File: src/rtl/bldc_commutation_sequencer.sv
`default_nettype none
// ============================================================================
// Module      : bldc_commutation_sequencer
// Description : Six-step BLDC commutation controller. Aligns the rotor,
//               steps the Hall-style phase code on a programmable period,
//               ramps the applied duty on start/stop and latches faults on
//               an illegal step period.
//               Optional build macro BLDC_DEADTIME_EN inserts an all-gates-off
//               window after every phase advance.
// Revision    : 1.0 - initial release
// ============================================================================
module bldc_commutation_sequencer #(
  parameter int unsigned ALIGN_CYCLES    = 1000,
  parameter int unsigned RAMP_STEP       = 1,
  parameter int unsigned MIN_T           = 2,
  parameter int unsigned DEADTIME_CYCLES = 4
) (
  input  logic        clk,
  input  logic        rst,
  input  logic        en,
  input  logic [7:0]  vel,
  input  logic [7:0]  duty,
  input  logic        dir,
  input  logic [31:0] T,
  output logic [2:0]  phase_state,
  output logic [5:0]  gates,
  output logic [7:0]  duty_applied,
  output logic        step_tick,
  output logic [2:0]  state,
  output logic        fault
);

  typedef enum logic [2:0] {
    S_IDLE  = 3'd0,
    S_ALIGN = 3'd1,
    S_RUN   = 3'd2,
    S_STOP  = 3'd3,
    S_FAULT = 3'd4
  } state_t;

  localparam logic [31:0] c_align_load = 32'(ALIGN_CYCLES - 1);
  localparam logic [31:0] c_min_t      = 32'(MIN_T);
  localparam logic [8:0]  c_ramp       = 9'(RAMP_STEP);
  localparam logic [2:0]  c_phase_home = 3'b001;

  // Next Hall code in the six-step cycle; reverse is the exact inverse.
  function automatic logic [2:0] f_next_phase(input logic [2:0] p, input logic d);
    logic [2:0] n;
    n = c_phase_home;
    case (p)
      3'b001:  n = d ? 3'b101 : 3'b011;
      3'b011:  n = d ? 3'b001 : 3'b010;
      3'b010:  n = d ? 3'b011 : 3'b110;
      3'b110:  n = d ? 3'b010 : 3'b100;
      3'b100:  n = d ? 3'b110 : 3'b101;
      3'b101:  n = d ? 3'b100 : 3'b001;
      default: n = c_phase_home;
    endcase
    return n;
  endfunction

  // Switch pattern {AH,AL,BH,BL,CH,CL} for each Hall code.
  function automatic logic [5:0] f_gate_map(input logic [2:0] p);
    logic [5:0] g;
    g = 6'd0;
    case (p)
      3'b001:  g = 6'b100100;
      3'b011:  g = 6'b100001;
      3'b010:  g = 6'b001001;
      3'b110:  g = 6'b011000;
      3'b100:  g = 6'b010010;
      3'b101:  g = 6'b000110;
      default: g = 6'd0;
    endcase
    return g;
  endfunction

  state_t      r_state;
  logic [2:0]  r_phase;
  logic [5:0]  r_gates;
  logic [7:0]  r_duty;
  logic        r_tick;
  logic        r_fault;
  logic [31:0] r_align;
  logic [31:0] r_timer;

  state_t      w_state_nxt;
  logic [2:0]  w_phase_nxt;
  logic [5:0]  w_gates_nxt;
  logic [7:0]  w_duty_nxt;
  logic        w_tick_nxt;
  logic [31:0] w_align_nxt;
  logic [31:0] w_timer_nxt;
  logic        w_advance;
  logic        w_active;
  logic        w_blank;

  logic        w_run;
  logic        w_t_ok;
  logic [31:0] w_t_reload;
  logic [8:0]  w_da9;
  logic [8:0]  w_tgt9;
  logic [8:0]  w_up9;
  logic [7:0]  w_dn8;
  logic [7:0]  w_toward;
  logic [7:0]  w_floor;

  // Run request, period legality and the two duty ramp candidates.
  always_comb begin
    w_run      = en && (vel != 8'd0);
    w_t_ok     = (T >= c_min_t);
    w_t_reload = (T == 32'd0) ? 32'd0 : T - 32'd1;
    w_da9      = {1'b0, r_duty};
    w_tgt9     = {1'b0, duty};
    w_up9      = w_da9 + c_ramp;
    w_dn8      = r_duty - c_ramp[7:0];
    if (w_da9 < w_tgt9) begin
      w_toward = (w_up9 > w_tgt9) ? duty : w_up9[7:0];
    end else if (w_da9 > w_tgt9) begin
      w_toward = ((w_da9 - w_tgt9) <= c_ramp) ? duty : w_dn8;
    end else begin
      w_toward = r_duty;
    end
    w_floor = (w_da9 <= c_ramp) ? 8'd0 : w_dn8;
  end

  // Sequencer next-state logic: alignment, timed stepping, ramping and faults.
  always_comb begin
    w_state_nxt = r_state;
    w_phase_nxt = r_phase;
    w_duty_nxt  = r_duty;
    w_tick_nxt  = 1'b0;
    w_align_nxt = r_align;
    w_timer_nxt = r_timer;
    w_advance   = 1'b0;
    case (r_state)
      S_IDLE: begin
        if (w_run) begin
          if (w_t_ok) begin
            w_state_nxt = S_ALIGN;
            w_align_nxt = c_align_load;
            w_phase_nxt = c_phase_home;
            w_duty_nxt  = duty >> 2;
          end else begin
            w_state_nxt = S_FAULT;
          end
        end
      end
      S_ALIGN: begin
        if (!w_run || (r_align == 32'd0)) begin
          // Leaving alignment always loads the step timer, so T is checked here.
          if (!w_t_ok) begin
            w_state_nxt = S_FAULT;
          end else begin
            w_timer_nxt = w_t_reload;
            if (w_run) begin
              w_state_nxt = S_RUN;
              w_duty_nxt  = 8'd0;
            end else begin
              w_state_nxt = S_STOP;
            end
          end
        end else begin
          w_align_nxt = r_align - 32'd1;
        end
      end
      S_RUN, S_STOP: begin
        if (r_timer == 32'd0) begin
          if (w_t_ok) begin
            w_advance   = 1'b1;
            w_tick_nxt  = 1'b1;
            w_phase_nxt = f_next_phase(r_phase, dir);
            w_timer_nxt = w_t_reload;
          end
        end else begin
          w_timer_nxt = r_timer - 32'd1;
        end
        if ((r_timer == 32'd0) && !w_t_ok) begin
          w_state_nxt = S_FAULT;
        end else if ((r_state == S_RUN) || w_run) begin
          // A reasserted request in STOP resumes RUN with timer and ramp intact.
          if (w_advance) begin
            w_duty_nxt = w_toward;
          end
          w_state_nxt = w_run ? S_RUN : S_STOP;
        end else begin
          w_duty_nxt = w_floor;
          if (w_floor == 8'd0) begin
            w_state_nxt = S_IDLE;
          end
        end
      end
      S_FAULT: begin
        if (!en) begin
          w_state_nxt = S_IDLE;
        end
      end
      default: begin
        w_state_nxt = S_IDLE;
      end
    endcase
    if (w_state_nxt == S_FAULT) begin
      w_duty_nxt = 8'd0;
    end
    w_active = (w_state_nxt == S_ALIGN) || (w_state_nxt == S_RUN) ||
               (w_state_nxt == S_STOP);
  end

`ifdef BLDC_DEADTIME_EN
  localparam logic [15:0] c_dt_load = 16'(DEADTIME_CYCLES - 1);

  logic [15:0] r_dt;
  logic [15:0] w_dt_nxt;

  // Blank the bridge on the advance cycle and for the remaining window after it.
  always_comb begin
    w_dt_nxt = 16'd0;
    w_blank  = 1'b0;
    if (w_active) begin
      if (w_advance) begin
        w_dt_nxt = c_dt_load;
        w_blank  = 1'b1;
      end else if (r_dt != 16'd0) begin
        w_dt_nxt = r_dt - 16'd1;
        w_blank  = 1'b1;
      end
    end
  end

  // Dead-time window counter.
  always_ff @(posedge clk or negedge rst) begin
    if (!rst) begin
      r_dt <= 16'd0;
    end else begin
      r_dt <= w_dt_nxt;
    end
  end
`else
  logic w_dt_unused;
  assign w_blank     = 1'b0;
  assign w_dt_unused = (DEADTIME_CYCLES != 0);
`endif

  assign w_gates_nxt = (w_active && !w_blank) ? f_gate_map(w_phase_nxt) : 6'd0;

  // Sequencer state and registered outputs.
  always_ff @(posedge clk or negedge rst) begin
    if (!rst) begin
      r_state <= S_IDLE;
      r_phase <= c_phase_home;
      r_gates <= 6'd0;
      r_duty  <= 8'd0;
      r_tick  <= 1'b0;
      r_fault <= 1'b0;
      r_align <= 32'd0;
      r_timer <= 32'd0;
    end else begin
      r_state <= w_state_nxt;
      r_phase <= w_phase_nxt;
      r_gates <= w_gates_nxt;
      r_duty  <= w_duty_nxt;
      r_tick  <= w_tick_nxt;
      r_fault <= (w_state_nxt == S_FAULT);
      r_align <= w_align_nxt;
      r_timer <= w_timer_nxt;
    end
  end

  assign phase_state  = r_phase;
  assign gates        = r_gates;
  assign duty_applied = r_duty;
  assign step_tick    = r_tick;
  assign state        = r_state;
  assign fault        = r_fault;

endmodule
`default_nettype wire

File: config.mk
export PLATFORM = sky130hd
export DESIGN_NAME = bldc_commutation_sequencer
export DESIGN_NICKNAME = d
export VERILOG_FILES = /design/src/rtl/bldc_commutation_sequencer.sv
export SDC_FILE = /design/constraint.sdc
export NUM_CORES = 1
export LEC_CHECK = 0
export ABC_AREA = 1
export CORE_MARGIN = 2
export CORE_UTILIZATION = 60
export CTS_CLUSTER_DIAMETER = 150
export DETAILED_ROUTE_END_ITERATION = 10
export GPL_TIMING_DRIVEN = 0
export PLACE_DENSITY = 0.83
export SLEW_MARGIN = 20
export SYNTH_ARGS = -nofsm -noshare
export SYNTH_HDL_FRONTEND = slang
export SYNTH_SLANG_ARGS = --single-unit
export TNS_END_PERCENT = 50
File: constraint.sdc
create_clock -name clk -period 6.8 [get_ports clk]
set_input_delay 0.68 -clock clk [delete_from_list [all_inputs] [get_ports clk]]
set_output_delay 0.68 -clock clk [all_outputs]
set_load 0.005 [all_outputs]
[Word-level counts from Yosys, hierarchy flattened]
Index checks and enable logic that the tools add are counted.
Widths: inputs -> output; s select.
Storage, ports and cells
  logic and storage cells: 125
  input port bits: 52
  output and inout bits: 22
  register bits after elaboration: 86
Operators by class
  $add $sub $neg: 6
  muxes and demuxes: 52
  reduce and logical (&&, ||, !) cells: 21
  eq/ne operators: 32
  order comparisons: 6
Operators with widths (number)
  $mux 32: 7
  $pmux 32 s2: 2
  $mux 8: 14
  $logic_not 32->1: 3
  $sub 32x1->32 const B: 3
  $mux 3: 16
  $pmux 6 s6: 1
  $ge 32x2->1 const B: 1
  $eq 3x2->1 const B: 8
  $eq 3x3->1 const B: 8
  $pmux 8 s3: 1
  $ne 3x3->1 const B: 6
  $pmux 3 s6: 1
  $eq 3x1->1 const B: 4
  $pmux 3 s4: 1
  $add 8x1->9 const B: 1
  $gt 9x8->1: 1
  $le 9x1->1 const B: 1
  $reduce_and 9->1: 1
  $sub 8x8->9: 1
  $gt 8x8->1: 1
  $le 8x1->1 const B: 1
  $logic_not 8->1: 1
  $lt 8x8->1: 1
  18 further kinds: 32

[Logic depth before layout (Yosys ltp)]
Gate-level depths: netlist of the first run.
  depth in word-level cells: 11
  mapped depth: 22
  depth with buffers taken out: 21

[Worst setup path after synthesis of the first run]
No wires, ideal clock.
  kind: flip-flop to flip-flop
  from: reg r_duty[2], in the netlist duty_applied[2]
  to: reg r_duty[6], in the netlist duty_applied[6]
  setup time: 0.118 ns
  data required time: 6.682 ns
  cell stages (with the launch flop): 20
  arrival time: 2.763 ns
  path buffers: 1
  path slack: 3.919 ns
  clock period less this slack: 2.881 ns
  path through: dfrtp_1 -> clkbuf_2 -> inv_1 -> nor3_1 -> nand3_1 -> nor2_1 -> nand2_1 -> xor2_1 -> inv_1 -> ha_1 -> inv_1 -> nor4_1 -> nand2_1 -> nand2_2 -> nor2_1 -> nand2_1 -> o21ai_1 -> nand3b_1 -> nand3_1 -> nand2_1
On the way
  cells in the longest elaborated chain, start to end: 10
  elaborated cells on any way between the ends: 34
  classes of those cells: add/sub: 3; order compare: 5; eq/ne: 9; mux: 14; reduce/logical: 3
RTL lines
  start: declaration: line 81  | logic [7:0] r_duty;
  start signal: assignment: line 261  | r_duty <= w_duty_nxt;
  $sub 8x8->9, or another cell as far along: line 120  | w_toward = ((w_da9 - w_tgt9) <= c_ramp) ? duty : w_dn8;
  $le 9x1->1 or $mux 8 (tied branches): line 120, 124
  $mux 8 or $logic_not 8->1 (tied branches): line 120, 188
  $mux 8 or $mux 3 (tied branches): line 119, 188
  $mux 8 or $mux 3 (tied branches): line 117, 180
  $mux 8 or $mux 3 (tied branches): line 182, 178
  $mux 8 or $pmux 3 s4 (tied branches): line 180, 136
  $mux 8 or $eq 3x3->1 (tied branches): line 178, 202
  $pmux 8 s3, or another cell as far along: line 136  | case (r_state)
  $mux 8 or $reduce_and 9->1 (tied branches)
Parallel ways exist; a longest one is shown, timed or not. The select of a mux whose other input is x is not followed.
A chain may end at the register's enable or synchronous reset.

[Final worst setup path of the first run]
  from: reg r_duty[2], in the netlist duty_applied[2]
  to: reg r_duty[1], in the netlist duty_applied[1]
Same word-level chain as after synthesis.

==> results by group, run 1 <==
Outcome
  – Status: finished clean

Routing
  – DRT iter0 DRCs: 625
  – Wirelength per Cell: 14.9 um
  – Drt total wl: about 22 mm
  – Post-DRT Antenna Nets: 0
  – DR vias/cell: 5.69
  – DR vias: about 8500
  – Drc violations: 0
  – Initial DRT Pass Iterations: 5

Die
  – Chip width: 120 um
  – Initial Util: 0.611
  – Ports: 74
  – Die height: 120 um
  – Core area: 13200 um^2
  – Cell Rows: 42
  – Die area: 14400 um^2

Setup path
  – Worst r2r path cells: 21
  – Critical path startpoint category: flop
  – R2R Path End: duty_applied[1]$_DFFE_PN0P_
  – CP Capture Type: flop
  – Crit path buf inv count: 4
  – Critical path class: flop to flop
  – Start of the worst register-to-register path: duty_applied[2]$_DFFE_PN0P_
  – WP data required: between 7 and 8 ns
  – Critical path fanouts, max: 7
  – FF-to-FF setup slack: approximately 3.4 ns
  – Crit path largest cell delay: 0.42 ns
  – Arr. time, crit path: 3.72 ns
  – Slowest stage cell, crit path: dfrtp_1
  – Most used cell, CP: nand2_1
  – Worst setup path start: duty_applied[2]$_DFFE_PN0P_
  – Delay-heaviest family, CP: simple AND/OR/NAND/NOR gates
  – CP cell instances: clkbuf_2 > inv_1 > nor3_1 > nand3_1 > nor2_1 > nand2_1 > xor2_1 > inv_1 > ha_1 > inv_1 > nor4_1 > nand2_1 > nand2_2 > nand2_1 > nand3_1 > nand3_1 > nand2_1 > nand2_1 > nand2_1 > nand2_1 > nand2_1

STA
  – RSZ-0062 raised after global routing: false
  – Max_slew headroom: 0.532
  – Endpoints failing hold: 0
  – Worst hold slack: 0.321 ns
  – Maximum clock frequency: 291 MHz
  – Worst Tran Pin Value: 0.696 ns
  – Clk_skew: 0.0110 ns
  – TNS Setup: 0 ns
  – Crit share post-route: 0.505
  – Final setup fails: 0
  – Final worst path period need: about 3.4 ns
  – Number of max-slew violations in the final report: 0

Final layout
  – Nets: 1383
  – Final Cell Area: 9360 um^2
  – Number of antenna diodes: 0
  – Fillcell total: 1148
  – Non-Filler Instances: 1485
  – Layout cells sized above 1: 0.106
  – Syn-to-layout area delta: 16.0%

Clock network
  – Worst-skew pair later-pin latency: between 0.3 and 0.4 ns
  – CTS tree: yes
  – CTS resizes: 0
  – CTS sink count: 86
  – CTS Buf Count: 9
  – # Post-CTS Setup Buffers: 0
  – Clock slew at reported path FFs: 0.07 ns
  – H-tree depth: 3
  – Root Buffer: clkbuf_16
  – Post-CTS Hold Fix Bufs: 0
  – Clock Path Buffers: 2

Place
  – Post-DP HPWL: 17.5 mm
  – IO buf count: 73
  – Post-placement cell count: around 1500
  – Placed cell area: 9040 um^2
  – Placer Congestion: roughly 0.98

Logic synthesis
  – Most used DFF post-synth: dfrtp_1
  – Number of synthesized register bits: 86
  – Synth area leader: dfrtp_1
  – Most frequent cells after synthesis: 295 x nand2_1, 165 x nor2_1, 146 x inv_1
  – FFs w/ async S/R, synth: 1.00
  – Yosys warnings: 0
  – Yosys cell types: 61
  – Post-synthesis cell area: 8060 um^2
  – Most common cell in the netlist: nand2_1
  – Post-synth top area share: 0.264
  – EDFF count, synth: 0
  – Cell count after synthesis: between 1000 and 1500
  – Sequential fraction of the synthesis area: 0.267
  – Area contributors post-synth: dfrtp_1 26%, nand2_1 14%, nor2_1 7.7%
  – Net count after synthesis: ~1300
  – Syn Area/Cell: 6.62 um^2

GRT
  – Initial antenna violation count: 0
  – Largest net degree at the start of global routing: 50
  – Global-route usage over all layers: 0.319
  – First-pass GRT wire length: 37.2 mm
  – Grt ovf: 0
  – Vias in the first global route: between 7000 and 8000

Hold path
  – Hold WC Path Type: primary input to async pin

Power and ir drop
  – Switch Pwr: 0.00162 W
  – Seq pwr share: 0.251
  – Clk pwr share: 0.160
  – Int Power: 0.00166 W
  – Pwr/cell area: 350 nW/um^2
  – Leak pwr: 4.46 nW
  – Combinational share of power: 0.589
  – Peak VDD IR: around 0.00016 V
  – Sw Share: 0.494

Flow run
  – Max Cap Viol: 0
## layout make-up
type	count	area, um^2	area share
Multi-Input combinational cell	944	5110	0.547
Tap cell	176	220	0.0235
Clock buffer	11	253	0.0270
Buffer	23	170	0.0182
Sequential cell	86	2150	0.230
Timing Repair Buffer	74	756	0.0808
Inverter	166	626	0.0669
Clock inverter	5	63.8	0.00682
## cell families (layout without fill, tap and decap cells)
logic type,count (synthesis),count (layout),synth area share
compound gates,172,172,0.136
simple gates,685,685,0.391
xor+xnor,60,60,0.0652
flops,86,86,0.267
buf+inv,189,279,0.0987
fa+ha+maj,27,27,0.0428
## placed cells by master (no fill, tap or decap), types with 19 or more instances in the layout
| cell type | n |
|---|---|
| o21ai_1 | 26 |
| clkdlybuf4s50_1 | 72 |
| nor3_1 | 21 |
| nor2_2 | 19 |
| inv_1 | 146 |
| nor2_1 | 165 |
| dfrtp_1 | 85 |
| nand2_1 | 295 |
| xor2_1 | 48 |
| nand4_1 | 29 |
| a21oi_1 | 42 |
| ha_1 | 26 |
| nand3_1 | 96 |
| o21ai_0 | 40 |
## sequential cells by signal, summed over array words and instances (netlist names)
signal / flops
duty_applied: 8
fault: 1
gates: 6
phase_state: 3
r_align: 32
r_timer: 32
state: 3
step_tick: 1
## worst max-delay path by stage
stage	depth (start not counted)	endpoint	slack, ns
after floorplan	19	duty_applied[6]$_DFFE_PN0P_	3.92
after global placement	1	r_timer[8]$_DFFE_PN0P_	1.87
after detailed placement	17	duty_applied[0]$_DFFE_PN0P_	3.26
after CTS	20	duty_applied[0]$_DFFE_PN0P_	3.40
after global routing	20	duty_applied[7]$_DFFE_PN0P_	2.99
final	21	duty_applied[1]$_DFFE_PN0P_	3.37
## routing by layer
| layer | wire length, um | track usage | vias up |
|---|---|---|---|
| met5 | 0 | 0 | - |
| met4 | 928 | 0.146 | 0 |
| met3 | 1510 | 0.0423 | 64 |
| met2 | 10400 | 0.540 | 361 |
| met1 | 9340 | 0.405 | 3860 |
| li1 | - | - | 4172 |
## power groups by stage
stage | Sequential [W] | Combinational, W | Clock (W)
2_1_floorplan | 0.000783 | 0.00141 | 0
3_3_place_gp | 0.000819 | 0.00186 | 0
3_5_place_dp | 0.000823 | 0.00189 | 0
4_1_cts | 0.000815 | 0.00190 | 0.000530
5_1_grt | 0.000837 | 0.00216 | 0.000554
6_report | 0.000821 | 0.00193 | 0.000525
## metrics by stage
step / total power (W) / utilization / worst slack (ns)
global route: 0.00355 / 0.709 / 2.99
finish: 0.00327 / 0.709 / 3.37
detailed placement: 0.00271 / 0.685 / 3.26
floorplan: 0.00219 / - / 3.92
global placement: 0.00268 / 0.683 / 1.87
CTS: 0.00325 / 0.709 / 3.40
No activity file was read; power rests on OpenSTA's default activity.
==> run 2: changes to the inputs <==
CORE_UTILIZATION = 54   (was 60)
PLACE_DENSITY = 0.79   (was 0.83)
clock period = 3.1 ns   (was 6.8 ns; I/O delays follow)
==> run 2 against run 1 <==
Against the previous run: critical endpoint unchanged; global-route usage down 2.7 points; largest cell class unchanged; die area up 11%; routed wire length up 2.6%; clock skew about the same; maximum frequency up 19%; non-clock buffer count up 8; setup slack worse by 3.1 ns; core utilization down 5.5 points; via count down 0.54%; highest routed layer unchanged.
==> results by group, run 2 (synthesis gave the netlist of run 1 again) <==
Outcome
  – Status: finished clean (unchanged)

Setup path
  – CP Capture Type: flop (unchanged)
  – Critical path startpoint category: flop (unchanged)
  – Critical path fanouts, max: 5 (was 7)
  – Arr. time, crit path: 3.12 ns (was 3.72 ns)
  – Start of the worst register-to-register path: duty_applied[0]$_DFFE_PN0P_ (was duty_applied[2]$_DFFE_PN0P_)
  – WP data required: 3.34 ns (was 7.08 ns)
  – Critical path class: flop to flop (unchanged)
  – Worst setup path start: duty_applied[0]$_DFFE_PN0P_ (was duty_applied[2]$_DFFE_PN0P_)

Final layout
  – Fillcell total: 1360 (was 1148)
  – Number of antenna diodes: 0 (unchanged)
  – Most frequent cells in the layout: 294 x nand2_1, 165 x nor2_1, 144 x inv_1 (was 295 x nand2_1, 165 x nor2_1, 146 x inv_1)
  – Multi-input gate area: 5220 um^2 (was 5110 um^2)
  – Syn-to-layout area delta: 18.3% (was 16.0%)
  – FF/Latch Area: 2160 um^2 (was 2150 um^2)
  – Commonest non-fill, non-tap cell in the layout: nand2_1 (unchanged)
  – Layout cells sized above 1: 0.121 (was 0.106)
  – Nets: 1391 (was 1383)

Hold path
  – Hold WC Path Type: primary input to async pin (unchanged)

Power and ir drop
  – Seq pwr share: 0.242 (was 0.251)
  – Combinational share of power: 0.596 (was 0.589)
  – Sw Share: 0.494 (about the same)
  – Switch Pwr: 0.00364 W (was 0.00162 W)
  – Clk pwr share: 0.161 (was 0.160)
  – Int Power: 0.00374 W (was 0.00166 W)
  – Leak pwr: 4.50 nW (was 4.46 nW)
  – Peak VDD IR: 0.000438 V (was 0.000163 V)
  – Pwr/cell area: 773 nW/um^2 (was 350 nW/um^2)

STA
  – RSZ-0062 raised after global routing: false (unchanged)
  – Crit share post-route: 0.929 (was 0.505)
  – Final worst path period need: 2.88 ns (was 3.43 ns)
  – Worst hold slack: 0.456 ns (was 0.321 ns)
  – Final setup fails: 0 (unchanged)
  – Maximum clock frequency: 347 MHz (was 291 MHz)
  – Number of max-slew violations in the final report: 0 (unchanged)
  – Endpoints failing hold: 0 (unchanged)
  – Max_slew headroom: 0.521 (was 0.532)
  – TNS Setup: 0 ns (unchanged)
  – Clk_skew: 0.0111 ns (was 0.0110 ns)
  – Worst Tran Pin Value: 0.712 ns (was 0.696 ns)

Place
  – Placer Congestion: 0.978 (about the same)
  – Post-DP HPWL: 18.1 mm (was 17.5 mm)
  – IO buf count: 73 (unchanged)

Die
  – Core area: 14600 um^2 (was 13200 um^2)
  – Initial Util: 0.553 (was 0.611)
  – Die height: 126 um (was 120 um)
  – Chip width: 126 um (was 120 um)
  – Die area: 15900 um^2 (was 14400 um^2)
  – Ports: 74 (unchanged)
  – Cell Rows: 44 (was 42)

Clock network
  – Root Buffer: clkbuf_16 (unchanged)
  – CTS sink count: 86 (unchanged)
  – CTS tree: yes (unchanged)
  – Worst-skew pair later-pin latency: 0.36 ns (was 0.35 ns)
  – CTS Buf Count: 9 (unchanged)
  – Clock Path Buffers: 2 (unchanged)
  – Clock slew at reported path FFs: 0.07 ns (about the same)
  – H-tree depth: 3 (unchanged)

GRT
  – Initial antenna violation count: 0 (unchanged)
  – Grt ovf: 0 (unchanged)
  – Vias in the first global route: 7929 (was 7980)
  – First-pass GRT wire length: 38.1 mm (was 37.2 mm)
  – Largest net degree at the start of global routing: 50 (unchanged)
  – Global-route usage over all layers: 0.292 (was 0.319)

Routing
  – DR vias/cell: 5.60 (was 5.69)
  – Initial DRT Pass Iterations: 5 (unchanged)
  – Drc violations: 0 (unchanged)
  – Wirelength per Cell: 15.1 um (was 14.9 um)
  – Drt total wl: 22.7 mm (was 22.2 mm)
  – Post-DRT Antenna Nets: 0 (unchanged)
  – DRT iter0 DRCs: 593 (was 625)
  – DR vias: 8411 (was 8457)

Flow run
  – Max Cap Viol: 0 (unchanged)
[run 2: cell count changes in the layout (fill, tap and decap cells not counted), sizes merged]
cell / change
clkbuf: -2
dlygate4sd3: +1
bufinv: +1
buf: +8
[run 2: metrics by stage]
stage          total power [W]  std cells   util  worst slack, ns  cell area, um^2
6_report               0.00738       1501  0.654            0.221             9540
2_1_floorplan          0.00481       1219      -            0.219             8060
4_1_cts                0.00723       1496  0.645           0.0136             9410
3_5_place_dp           0.00599       1477  0.620           -0.313             9050
3_3_place_gp           0.00591       1476  0.619            -1.50             9020
5_1_grt                0.00801       1501  0.654          0.00463             9540
[run 2: area by class of cell]
class | instances | share of cell area
Timing Repair Buffer | 82 | 0.0858
Clock inverter | 6 | 0.00957
Inverter | 166 | 0.0656
Clock buffer | 10 | 0.0240
Sequential cell | 86 | 0.226
Multi-Input combinational cell | 944 | 0.547
Buffer | 23 | 0.0181
Tap cell | 184 | 0.0241
[run 2: layer usage]
metal	wire length, um	GRT usage	up-vias
li1	-	-	4179
met1	9830	0.386	3881
met2	10800	0.486	292
met3	1370	0.0442	59
met4	722	0.110	0
met5	0	0	-
[run 2: critical path: stages, from the launching register on]
cell	delay (ns)
dfrtp_2	0.43
ha_4	0.15
nand2_1	0.08
nor2_4	0.17
xor2_2	0.16
inv_1	0.11
ha_4	0.28
nand2_1	0.07
inv_2	0.07
nand3_4	0.08
nor4_4	0.28
nand2_2	0.13
buf_4	0.17
nand3_1	0.08
nand3_1	0.08
nand3_1	0.08
nand2_1	0.05
nand2_1	0.06
nand2_1	0.09
nand2_1	0.09
nand2_1	0.06
[run 2: final timing paths]
kind	end	slack, ns	cells past startpoint
max reg2reg	duty_applied[1]$_DFFE_PN0P_	0.22	20
max in group asynchronous	duty_applied[1]$_DFFE_PN0P_	2.00	3
max	duty_applied[1]$_DFFE_PN0P_	0.22	20
min in group clk	r_align[16]$_DFFE_PN0P_	0.51	1
min	gates[4]$_DFF_PN0_	0.46	2
min reg2reg	r_align[16]$_DFFE_PN0P_	0.51	1
[run 2: power groups by stage]
| stage | registers [W] | logic [W] | clock network, W |
|---|---|---|---|
| after floorplan | 0.00172 | 0.00309 | 0 |
| after global placement | 0.00180 | 0.00411 | 0 |
| after detailed placement | 0.00180 | 0.00418 | 0 |
| after CTS | 0.00179 | 0.00424 | 0.00120 |
| after global routing | 0.00183 | 0.00494 | 0.00124 |
| final | 0.00179 | 0.00440 | 0.00119 |
[run 2: timing repair]
item	CTS	global route
setup endpoints to repair	8	8
hold buffers	1	0
hold endpoints to repair	36	0
pin swaps	1	6
buffers inserted	2	5
gates resized for setup	4	18
cloned	0	0
